--- src/rtl/hydra_pkg.sv ---
// ---------------------------------------------------------------------------
// hydra_pkg -- shared definitions for the match arbiter slice.
//
// Contents:
//   PORT_NUM    number of frontends competing for the shared match engine
//   PTR_W       width of a frontend index (round-robin pointer, grant)
//   DEST_W      width of a per-frontend destination port field
//   SRAM_IDX_W  width of the engine's SRAM result index
//   LEN_W       width of a per-frontend match length (half-words)
//   CNT_W       width of the WAIT timeout counter (MATCH_TIMEOUT_EN builds)
//   state_e     arbiter FSM encoding
//   port_onehot helper turning a frontend index into a one-hot vector
// ---------------------------------------------------------------------------
package hydra_pkg;

    localparam int PORT_NUM   = 4;
    localparam int PTR_W      = 2;
    localparam int DEST_W     = 2;
    localparam int SRAM_IDX_W = 5;
    localparam int LEN_W      = 8;
    localparam int CNT_W      = 8;

    typedef enum logic [1:0] {
        IDLE  = 2'd0,
        ISSUE = 2'd1,
        WAIT  = 2'd2,
        HOLD  = 2'd3
    } state_e;

    function automatic logic [PORT_NUM-1:0] port_onehot(input logic [PTR_W-1:0] idx);
        return {{(PORT_NUM-1){1'b0}}, 1'b1} << idx;
    endfunction

endpackage

--- src/rtl/rr_picker.sv ---
// ---------------------------------------------------------------------------
// rr_picker -- combinational round-robin priority search.
//
// Returns the first set request bit found by scanning upward from ptr+1,
// wrapping modulo PORT_NUM, so the port at ptr (the last one served) is
// considered last.
//
// Ports:
//   req    in  PORT_NUM  request vector
//   ptr    in  PTR_W     last-served index
//   found  out 1         at least one request bit is set
//   idx    out PTR_W     winning index (0 when found is low)
// ---------------------------------------------------------------------------
module rr_picker
    import hydra_pkg::*;
(
    input  logic [PORT_NUM-1:0] req,
    input  logic [PTR_W-1:0]    ptr,
    output logic                found,
    output logic [PTR_W-1:0]    idx
);

    // NOTE: every output gets a default before the loop so no path through
    // the block leaves a value unassigned, which would infer a latch.
    always_comb begin
        found = 1'b0;
        idx   = '0;
        // k == PORT_NUM wraps back onto ptr itself, which is tried last.
        for (int k = 1; k <= PORT_NUM; k++) begin
            if (!found && req[ptr + PTR_W'(k)]) begin
                found = 1'b1;
                idx   = ptr + PTR_W'(k);
            end
        end
    end

endmodule

--- src/rtl/match_arbiter.sv ---
// ---------------------------------------------------------------------------
// match_arbiter -- round-robin arbiter sharing one match engine among four
// frontends. A frontend holds match_enable high for as long as it wants
// service; the arbiter grants one at a time, starts the engine, returns the
// engine's SRAM index with a one-cycle match_suc pulse, and waits for the
// frontend to release its request before arbitrating again.
//
// Build option:
//   MATCH_TIMEOUT_EN  when defined, WAIT gives up after TIMEOUT_CYC cycles
//                     without eng_done, pulses eng_abort and moves on.
//                     When undefined, WAIT waits forever and eng_abort is 0.
//
// Parameters:
//   TIMEOUT_CYC      cycles WAIT tolerates before abort (timeout build only)
//
// Ports:
//   clk              in  1   clock, rising edge
//   rst_n            in  1   asynchronous active-low reset
//   match_enable     in  4   per-frontend request level
//   match_dest_port  in  8   dest port of frontend i at [i*2 +: 2]
//   match_length     in  32  length of frontend i at [i*8 +: 8]
//   match_suc        out 4   one-cycle completion pulse to the granted frontend
//   match_sram       out 5   SRAM index for the latest match_suc, held
//   eng_req          out 1   one-cycle engine start pulse
//   eng_dest_port    out 2   dest port of the granted frontend
//   eng_length       out 8   length of the granted frontend
//   eng_done         in  1   engine result-valid pulse
//   eng_sram         in  5   engine result, valid with eng_done
//   eng_abort        out 1   one-cycle engine cancel pulse
// ---------------------------------------------------------------------------
module match_arbiter
    import hydra_pkg::*;
#(
    parameter int TIMEOUT_CYC = 64
) (
    input  logic                       clk,
    input  logic                       rst_n,
    input  logic [PORT_NUM-1:0]        match_enable,
    input  logic [PORT_NUM*DEST_W-1:0] match_dest_port,
    input  logic [PORT_NUM*LEN_W-1:0]  match_length,
    output logic [PORT_NUM-1:0]        match_suc,
    output logic [SRAM_IDX_W-1:0]      match_sram,
    output logic                       eng_req,
    output logic [DEST_W-1:0]          eng_dest_port,
    output logic [LEN_W-1:0]           eng_length,
    input  logic                       eng_done,
    input  logic [SRAM_IDX_W-1:0]      eng_sram,
    output logic                       eng_abort
);

    state_e           state, state_nxt;
    logic [PTR_W-1:0] rr_ptr;
    logic [PTR_W-1:0] grant;
    logic             pick_found;
    logic [PTR_W-1:0] pick_idx;
    logic             grant_live;   // granted frontend still requesting
    logic             timeout_hit;  // WAIT gives up this cycle

    rr_picker u_picker (
        .req   (match_enable),
        .ptr   (rr_ptr),
        .found (pick_found),
        .idx   (pick_idx)
    );

    assign grant_live = match_enable[grant];

`ifdef MATCH_TIMEOUT_EN
    logic [CNT_W-1:0] wait_cnt;

    // eng_done in the last allowed cycle still counts as a normal completion.
    assign timeout_hit = (state == WAIT) && !eng_done &&
                         (wait_cnt == CNT_W'(TIMEOUT_CYC - 1));

    always_ff @(posedge clk or negedge rst_n) begin
        if (!rst_n) begin
            wait_cnt  <= '0;
            eng_abort <= 1'b0;
        end else begin
            eng_abort <= timeout_hit;
            if (state == ISSUE) begin
                wait_cnt <= '0;  // cleared on the way into WAIT
            end else if (state == WAIT) begin
                wait_cnt <= wait_cnt + 1'b1;
            end
        end
    end
`else
    assign timeout_hit = 1'b0;
    assign eng_abort   = 1'b0;
`endif

    // NOTE: sequential state uses non-blocking assignments so every register
    // samples the pre-edge values of the others, independent of block order.
    always_ff @(posedge clk or negedge rst_n) begin
        if (!rst_n) begin
            state <= IDLE;
        end else begin
            state <= state_nxt;
        end
    end

    always_comb begin
        state_nxt = state;
        unique case (state)
            IDLE:  if (pick_found) state_nxt = ISSUE;
            ISSUE: state_nxt = WAIT;
            WAIT: begin
                // A result for a frontend that already let go is dropped.
                if (eng_done)         state_nxt = grant_live ? HOLD : IDLE;
                else if (timeout_hit) state_nxt = IDLE;
            end
            HOLD:  if (!grant_live) state_nxt = IDLE;
            default: state_nxt = IDLE;
        endcase
    end

    assign eng_req = (state == ISSUE);

    always_ff @(posedge clk or negedge rst_n) begin
        if (!rst_n) begin
            rr_ptr        <= PTR_W'(PORT_NUM - 1);  // first search starts at port 0
            grant         <= '0;
            eng_dest_port <= '0;
            eng_length    <= '0;
            match_suc     <= '0;
            match_sram    <= '0;
        end else begin
            match_suc <= '0;
            unique case (state)
                IDLE: begin
                    if (pick_found) begin
                        grant         <= pick_idx;
                        eng_dest_port <= match_dest_port[pick_idx*DEST_W +: DEST_W];
                        eng_length    <= match_length[pick_idx*LEN_W +: LEN_W];
                    end
                end
                WAIT: begin
                    if (eng_done && grant_live) begin
                        match_sram <= eng_sram;
                        match_suc  <= port_onehot(grant);
                    end else if (timeout_hit) begin
                        rr_ptr <= grant;
                    end
                end
                HOLD: begin
                    // Advancing the pointer only on release keeps a
                    // still-requesting frontend from being granted twice.
                    if (!grant_live) rr_ptr <= grant;
                end
                default: ;
            endcase
        end
    end

endmodule

--- config.mk ---
export PLATFORM = sky130hd
export DESIGN_NAME = match_arbiter
export DESIGN_NICKNAME = d
export VERILOG_FILES = /design/src/rtl/hydra_pkg.sv /design/src/rtl/rr_picker.sv /design/src/rtl/match_arbiter.sv
export SDC_FILE = /design/constraint.sdc
export NUM_CORES = 1
export LEC_CHECK = 0
export CAP_MARGIN = 20
export CELL_PAD_IN_SITES_DETAIL_PLACEMENT = 0
export CELL_PAD_IN_SITES_GLOBAL_PLACEMENT = 2
export CORE_MARGIN = 2
export CORE_UTILIZATION = 22
export DETAILED_ROUTE_END_ITERATION = 6
export GPL_TIMING_DRIVEN = 0
export PLACE_DENSITY_LB_ADDON = 0.1
export SLEW_MARGIN = 10
export SYNTH_ARGS = -nofsm -noshare
export SYNTH_HDL_FRONTEND = slang
export SYNTH_SLANG_ARGS = --single-unit
--- constraint.sdc ---
create_clock -name clk -period 1.9 [get_ports clk]
set_input_delay 0.285 -clock clk [delete_from_list [all_inputs] [get_ports clk]]
set_output_delay 0.285 -clock clk [all_outputs]
set_load 0.01 [all_outputs]
==> results of run 1 <==
==> synth_stat cells (2+ instances only) <==
cell / n / share of area [%]
sky130_fd_sc_hd__nand2b_1: 4 / 1.9
sky130_fd_sc_hd__mux2_1: 2 / 1.7
sky130_fd_sc_hd__dfrtp_1: 23 / 43
sky130_fd_sc_hd__nor2_1: 5 / 1.4
sky130_fd_sc_hd__nand2_1: 30 / 8.4
sky130_fd_sc_hd__nor3_1: 2 / 0.75
sky130_fd_sc_hd__mux2i_1: 20 / 15
sky130_fd_sc_hd__buf_4: 2 / 1.1
sky130_fd_sc_hd__buf_6: 3 / 2.5
sky130_fd_sc_hd__dfstp_2: 2 / 3.9
sky130_fd_sc_hd__o221ai_1: 11 / 7.2
sky130_fd_sc_hd__o21ai_1: 4 / 1.5
sky130_fd_sc_hd__nor3b_1: 2 / 1.1
==> area by class of cell <==
cell class / count / area (um^2) / area share (%)
Inverter: 2 / 7.51 / 0.337
Buffer: 6 / 62.6 / 2.81
Clock inverter: 1 / 5.00 / 0.225
Multi-Input combinational cell: 91 / 642 / 28.8
Tap cell: 75 / 93.8 / 4.22
Sequential cell: 25 / 628 / 28.2
Clock buffer: 3 / 41.3 / 1.85
Timing Repair Buffer: 73 / 746 / 33.5
==> final timing paths <==
kind | startpoint | endpoint | slack (ns) | cells past startpoint
min | rst_n | eng_length[6] | 0.38 | 1
max in group asynchronous | rst_n | rr_ptr[0] | 0.96 | 2
min in group clk | match_sram[2] | match_sram[2] | 0.48 | 2
min reg2reg | match_sram[2] | match_sram[2] | 0.48 | 2
max | match_enable[2] | eng_length[0] | 0.08 | 7
max reg2reg | rr_ptr[0] | eng_length[0] | 0.13 | 6
==> logic make-up (layout without fill, tap and decap cells) <==
logic type,after synthesis,after routing,share of synthesized area (%)
simple gates,49,49,18.0
flops,25,25,46.9
mux,23,23,18.3
compound gates,18,18,11.3
buf+inv,8,85,5.23
other cells,1,1,0.280
==> stage by stage <==
step | hold slack (ns) | area (um^2) | power [mW]
after CTS | 0.394 | 2220 | 2.80
after floorplan | -0.0106 | 1340 | 1.80
after detailed placement | 0.461 | 2170 | 2.47
final | 0.381 | 2230 | 2.75
after global routing | 0.413 | 2230 | 2.98
after global placement | 0.459 | 2140 | 2.45
==> repair_timing <==
| item | CTS | global route |
|---|---|---|
| buffers inserted | 0 | 1 |
| hold buffers | 0 | 0 |
| setup endpoints to repair | 0 | 10 |
==> report_power, final <==
group,leakage (nW),total [mW],switching [mW],internal [mW]
sequential,0.312,0.952,0.179,0.774
clock,0.0255,0.315,0.169,0.146
combinational,0.637,1.48,0.640,0.842
==> critical path, cell delays in order <==
cell                              delay (ns)
sky130_fd_sc_hd__clkdlybuf4s50_1        0.56
sky130_fd_sc_hd__nand2b_1               0.13
sky130_fd_sc_hd__a21oi_1                0.08
sky130_fd_sc_hd__a211oi_2               0.32
sky130_fd_sc_hd__buf_6                  0.23
sky130_fd_sc_hd__mux2i_1                0.22
sky130_fd_sc_hd__o221ai_1               0.13
==> per-layer routing <==
metal	wire length [um]	global-route usage [%]	up-vias
met4	19	2.50	0
met2	1980	19.7	28
met3	161	1.87	2
li1	-	-	600
met1	1580	14.5	577
met5	0	0	-
==> registers in the layout, summed over array words and instances, names as in the netlist <==
register and cells:
eng_dest_port 2, match_sram 5, state 2, rr_ptr 2, match_suc 4, grant 2
eng_length 8
==> impl_metrics.ini, run 1 <==
[status]
outcome = finished clean

[yosys]
synth_async_sr_flop_share_pct = 100
netlist_area_um2 = 1340
postSynth.topFlopCell = sky130_fd_sc_hd__dfrtp_1
ys_warnings = 0
syn_avg_cell_area_um2 = 10.8
synth-edff-count = 0
ys_types = 27
post_synth_inst_count = 124
yosysSeqAreaShare_pct = 46.9
synthesis.nets = 176
synth.ff_latch_count = 25

[floorplan]
floorplan.die.height_um = 82.0
core_um2 = 5920
design.die.area_um2 = 6730
initial_cell_density_of_the_core_pct = 22.6
pin_count = 73
core.rowCount = 28
die_x_um = 82.0

[timing]
finalSetupTns_ns = 0
skew_final_ns = 0.00474
timing.fmax_ghz = 0.548
fin_crit_sh_pct = 96.0
finalHoldViolations = 0
finalSetupViolations = 0
worst_slew_pin_slew_ns = 0.578
post-route-worst-setup-slack_ns = 0.0753
final_period_minus_worst_setup_slack_ns = 1.82
timing.slew.headroom_pct = 61.3
maxSlewViolCount = 0

[setup_path]
cp-end-kind = flip-flop
data_arrival_time_of_the_critical_path_ns = 1.97
crit_fanout = 10
crit_required_ns = 2.04
startpoint_type = input pin
crit_type = in2reg

[cells_and_area]
post_route_cells_drive_above_1_share_pct = 9.95
postLayoutCoreUtil_pct = 37.6
leading_cell_type_in_the_layout_fill_and_taps_excluded = sky130_fd_sc_hd__clkdlybuf4s50_1
nFillCells = 586
num_antenna_cells = 0
layout.cells.non_filler = 276
commonest_non_fill_non_tap_cells_in_the_layout = sky130_fd_sc_hd__clkdlybuf4s50_1 (71), sky130_fd_sc_hd__nand2_1 (30), sky130_fd_sc_hd__dfrtp_1 (23), sky130_fd_sc_hd__mux2i_1 (20), sky130_fd_sc_hd__o221ai_1 (11)
final_net_count = 254
area_delta_synth_final_pct = 66.1

[place]
post_place_worst_slack_ns = -0.265
placed_cells_incl_taps = 271
hpwlAfterDp_mm = 2.93
place.gp.congestion = 0.686
port_buf_inserts = 71

[global_route]
pin_count_of_the_biggest_net_entering_global_routing = 17
initial_antenna_violation_count = 0
globalRouteTotalUtil_pct = 11.2
first_global_vias = 1266
global_route_wire_length_before_repair_mm = 5.84
congestion_overflow_gr = 0

[clock_network]
tritoncts_num_sinks = 25
clock_tree_from_tritoncts = yes
clock_insertion_delay_worst_skew_ns = 0.27
cts.path.max_buffers = 2
cts.clk_slew.worst_paths_ns = 0.09
cts_resized = 0
cts_inserted_buffers = 3
clock-root-buffer = sky130_fd_sc_hd__clkbuf_8
htree_levels = 1

[detailed_routing]
wl_per_cell_um = 13.5
drt-pass1-iter-count = 3
remaining_drc_errors = 0
vias_per_cell = 4.37
dr_total_vias = 1207
antenna_left = 0
finalWirelength_mm = 3.74
detailedRoute.firstIterationViolations = 21

[power_and_ir_drop]
cellLeakagePower_nw = 0.974
p_per_area_nw_per_um2 = 1240
ir_drop_uv = 498

[run]
max_cap_violations = 0

[worst_hold_path]
hold_path.class = in2async
(Power assumes the default switching activity.)
==> run 2, diff against run 1 <==
--- a/config.mk
+++ b/config.mk
@@ -13,6 +13,7 @@
 export DETAILED_ROUTE_END_ITERATION = 6
 export GPL_TIMING_DRIVEN = 0
 export PLACE_DENSITY_LB_ADDON = 0.1
+export RECOVER_POWER = 50
 export SLEW_MARGIN = 10
 export SYNTH_ARGS = -nofsm -noshare
 export SYNTH_HDL_FRONTEND = slang
==> impl_metrics.ini, run 2 (synthesis gave the netlist of run 1 again) <==
[timing]
timing.fmax_ghz = 0.548
final_period_minus_worst_setup_slack_ns = 1.83
fin_crit_sh_pct = 96.1
worst_slew_pin_slew_ns = 0.862
finalSetupViolations = 0
maxSlewViolCount = 0
skew_final_ns = 0.00406
finalHoldViolations = 0
timing.slew.headroom_pct = 42.6

[worst_hold_path]
hold_path.class = in2async

[power_and_ir_drop]
cellLeakagePower_nw = 0.982
switchingPower_mw = 0.987
power.sequential.fraction_pct = 34.9
p_per_area_nw_per_um2 = 1240
ir_drop_uv = 486
sw_frac_of_total_pct = 36.2
power_mw = 2.72
power.share.combinational_pct = 53.5
power_share_of_the_clock_group_pct = 11.6
cell_internal_pwr_mw = 1.74

[cells_and_area]
sequential_cell_area_um2 = 628
area_delta_synth_final_pct = 64.3
commonest_non_fill_non_tap_cells_in_the_layout = sky130_fd_sc_hd__clkdlybuf4s50_1 (62), sky130_fd_sc_hd__nand2_1 (30), sky130_fd_sc_hd__dfrtp_1 (23), sky130_fd_sc_hd__mux2i_1 (20), sky130_fd_sc_hd__o221ai_1 (11)
post_route_cells_drive_above_1_share_pct = 9.45
largest_register_ffs = 8
nFillCells = 588
multi_input_comb_area_um2 = 642
largest-register = eng_length
final_net_count = 254
layout_top_registers = eng_length (8), match_sram (5), match_suc (4)
layout.cells.non_filler = 276
num_antenna_cells = 0
leading_cell_type_in_the_layout_fill_and_taps_excluded = sky130_fd_sc_hd__clkdlybuf4s50_1

[clock_network]
tritoncts_num_sinks = 25
cts_inserted_buffers = 3
clock-root-buffer = sky130_fd_sc_hd__clkbuf_8
cts.clk_slew.worst_paths_ns = 0.09
clock_insertion_delay_worst_skew_ns = 0.27
cts.path.max_buffers = 2
htree_levels = 1
ctsHoldBuffers = 0
clock_tree_from_tritoncts = yes

[setup_path]
timing.critical_path.buf_inv = 2
crit_required_ns = 2.04
path_cells = clkdlybuf4s50_1, nand2b_1, a21oi_1, a211oi_2, buf_6, mux2i_1, o221ai_1
critical_path.slowest_cell = sky130_fd_sc_hd__clkdlybuf4s50_1
startpoint_type = input pin
crit_type = in2reg
crit_fanout = 10
cp_slowest_stage_delay_ns = 0.56
cell_class_contributing_the_biggest_share_of_worst_path_delay = buffers and inverters
data_arrival_time_of_the_critical_path_ns = 1.97
cp-end-kind = flip-flop

[run]
max_cap_violations = 0

[place]
placed_cells_incl_taps = 271
port_buf_inserts = 71
hpwlAfterDp_mm = 2.93
place.gp.congestion = 0.686

[floorplan]
design.die.area_um2 = 6730
core_um2 = 5920
pin_count = 73
floorplan.die.height_um = 82.0
initial_cell_density_of_the_core_pct = 22.6
core.rowCount = 28
die_x_um = 82.0

[status]
outcome = finished clean

[detailed_routing]
finalWirelength_mm = 3.75
drt-pass1-iter-count = 4
dr_total_vias = 1209
antenna_left = 0
remaining_drc_errors = 0
detailedRoute.firstIterationViolations = 22
vias_per_cell = 4.38
wl_per_cell_um = 13.6

[global_route]
globalRouteTotalUtil_pct = 11.2
first_global_vias = 1266
global_route_wire_length_before_repair_mm = 5.84
congestion_overflow_gr = 0
initial_antenna_violation_count = 0
pin_count_of_the_biggest_net_entering_global_routing = 17
-- run 2: cell count changes in the layout (fill, tap and decap cells not counted), sizes merged --
cell,change
buf,-1
clkbuf,+1
clkdlybuf4s50,-9
dlygate4sd3,+9
-- run 2: final timing paths --
check	cells after the start	endpoint	startpoint	slack (ns)
max reg2reg	6	eng_length[0]	rr_ptr[0]	0.12
min	1	eng_length[6]	rst_n	0.40
max in group asynchronous	2	grant[1]	rst_n	0.37
max	7	eng_length[0]	match_enable[2]	0.07
min in group clk	2	match_sram[2]	match_sram[2]	0.48
min reg2reg	2	match_sram[2]	match_sram[2]	0.48
-- run 2: final cells by class --
class                   instances  share of cell area (%)
flip-flops and latches         25                    28.5
multi-input cells              91                    29.1
well taps                      75                    4.26
plain buffers                   6                    2.84
inverters                       2                   0.341
clock inverters                 1                   0.227
clock buffers                   3                    1.88
repair buffers                 73                    32.8
-- run 2: worst register-to-register path, delay by kind of cell (launching register included) --
kind | cells | cell delay (ns)
muxes | 1 | 0.23
and+or+nand+nor | 1 | 0.12
AOI/OAI and AO/OA | 3 | 0.53
DFF | 1 | 0.55
buffers and inverters | 1 | 0.23
-- run 2: metrics by stage --
stage          hold slack [ns]  util (%)  setup slack (ns)  area [um^2]   TNS [ns]
6_report                 0.401      37.2            0.0750         2200          0
5_1_grt                  0.434      37.2         -0.000793         2200  -0.000793
4_1_cts                  0.394      37.5           0.00404         2220          0
3_5_place_dp             0.461      36.7            -0.265         2170      -2.67
3_3_place_gp             0.459      36.2            -0.267         2140      -2.37
2_1_floorplan          -0.0106         -             0.242         1340          0
-- run 2: what timing repair did --
item                                    CTS  global route
resized for setup                         0             0
setup buffers                             0             1
endpoints found under the setup margin    0            10
-- run 2: power groups by stage --
stage               registers [mW]  clock network, mW  logic, mW
finish                       0.951              0.316       1.46
global route                 0.986              0.356       1.61
CTS                          0.954              0.337       1.51
detailed placement           0.961                  0       1.51
global placement             0.958                  0       1.49
floorplan                     1.01                  0      0.788
-- run 2: per-layer routing --
metal  part of all wire (%)  track usage [%]  up-vias  wire, um
li1                       -                -      597         -
met1                     43             14.5      582      1610
met5                      0                0        -         0
met3                    4.1             1.87        2       152
met2                     52             19.7       28      1970
met4                   0.51             2.50        0        19
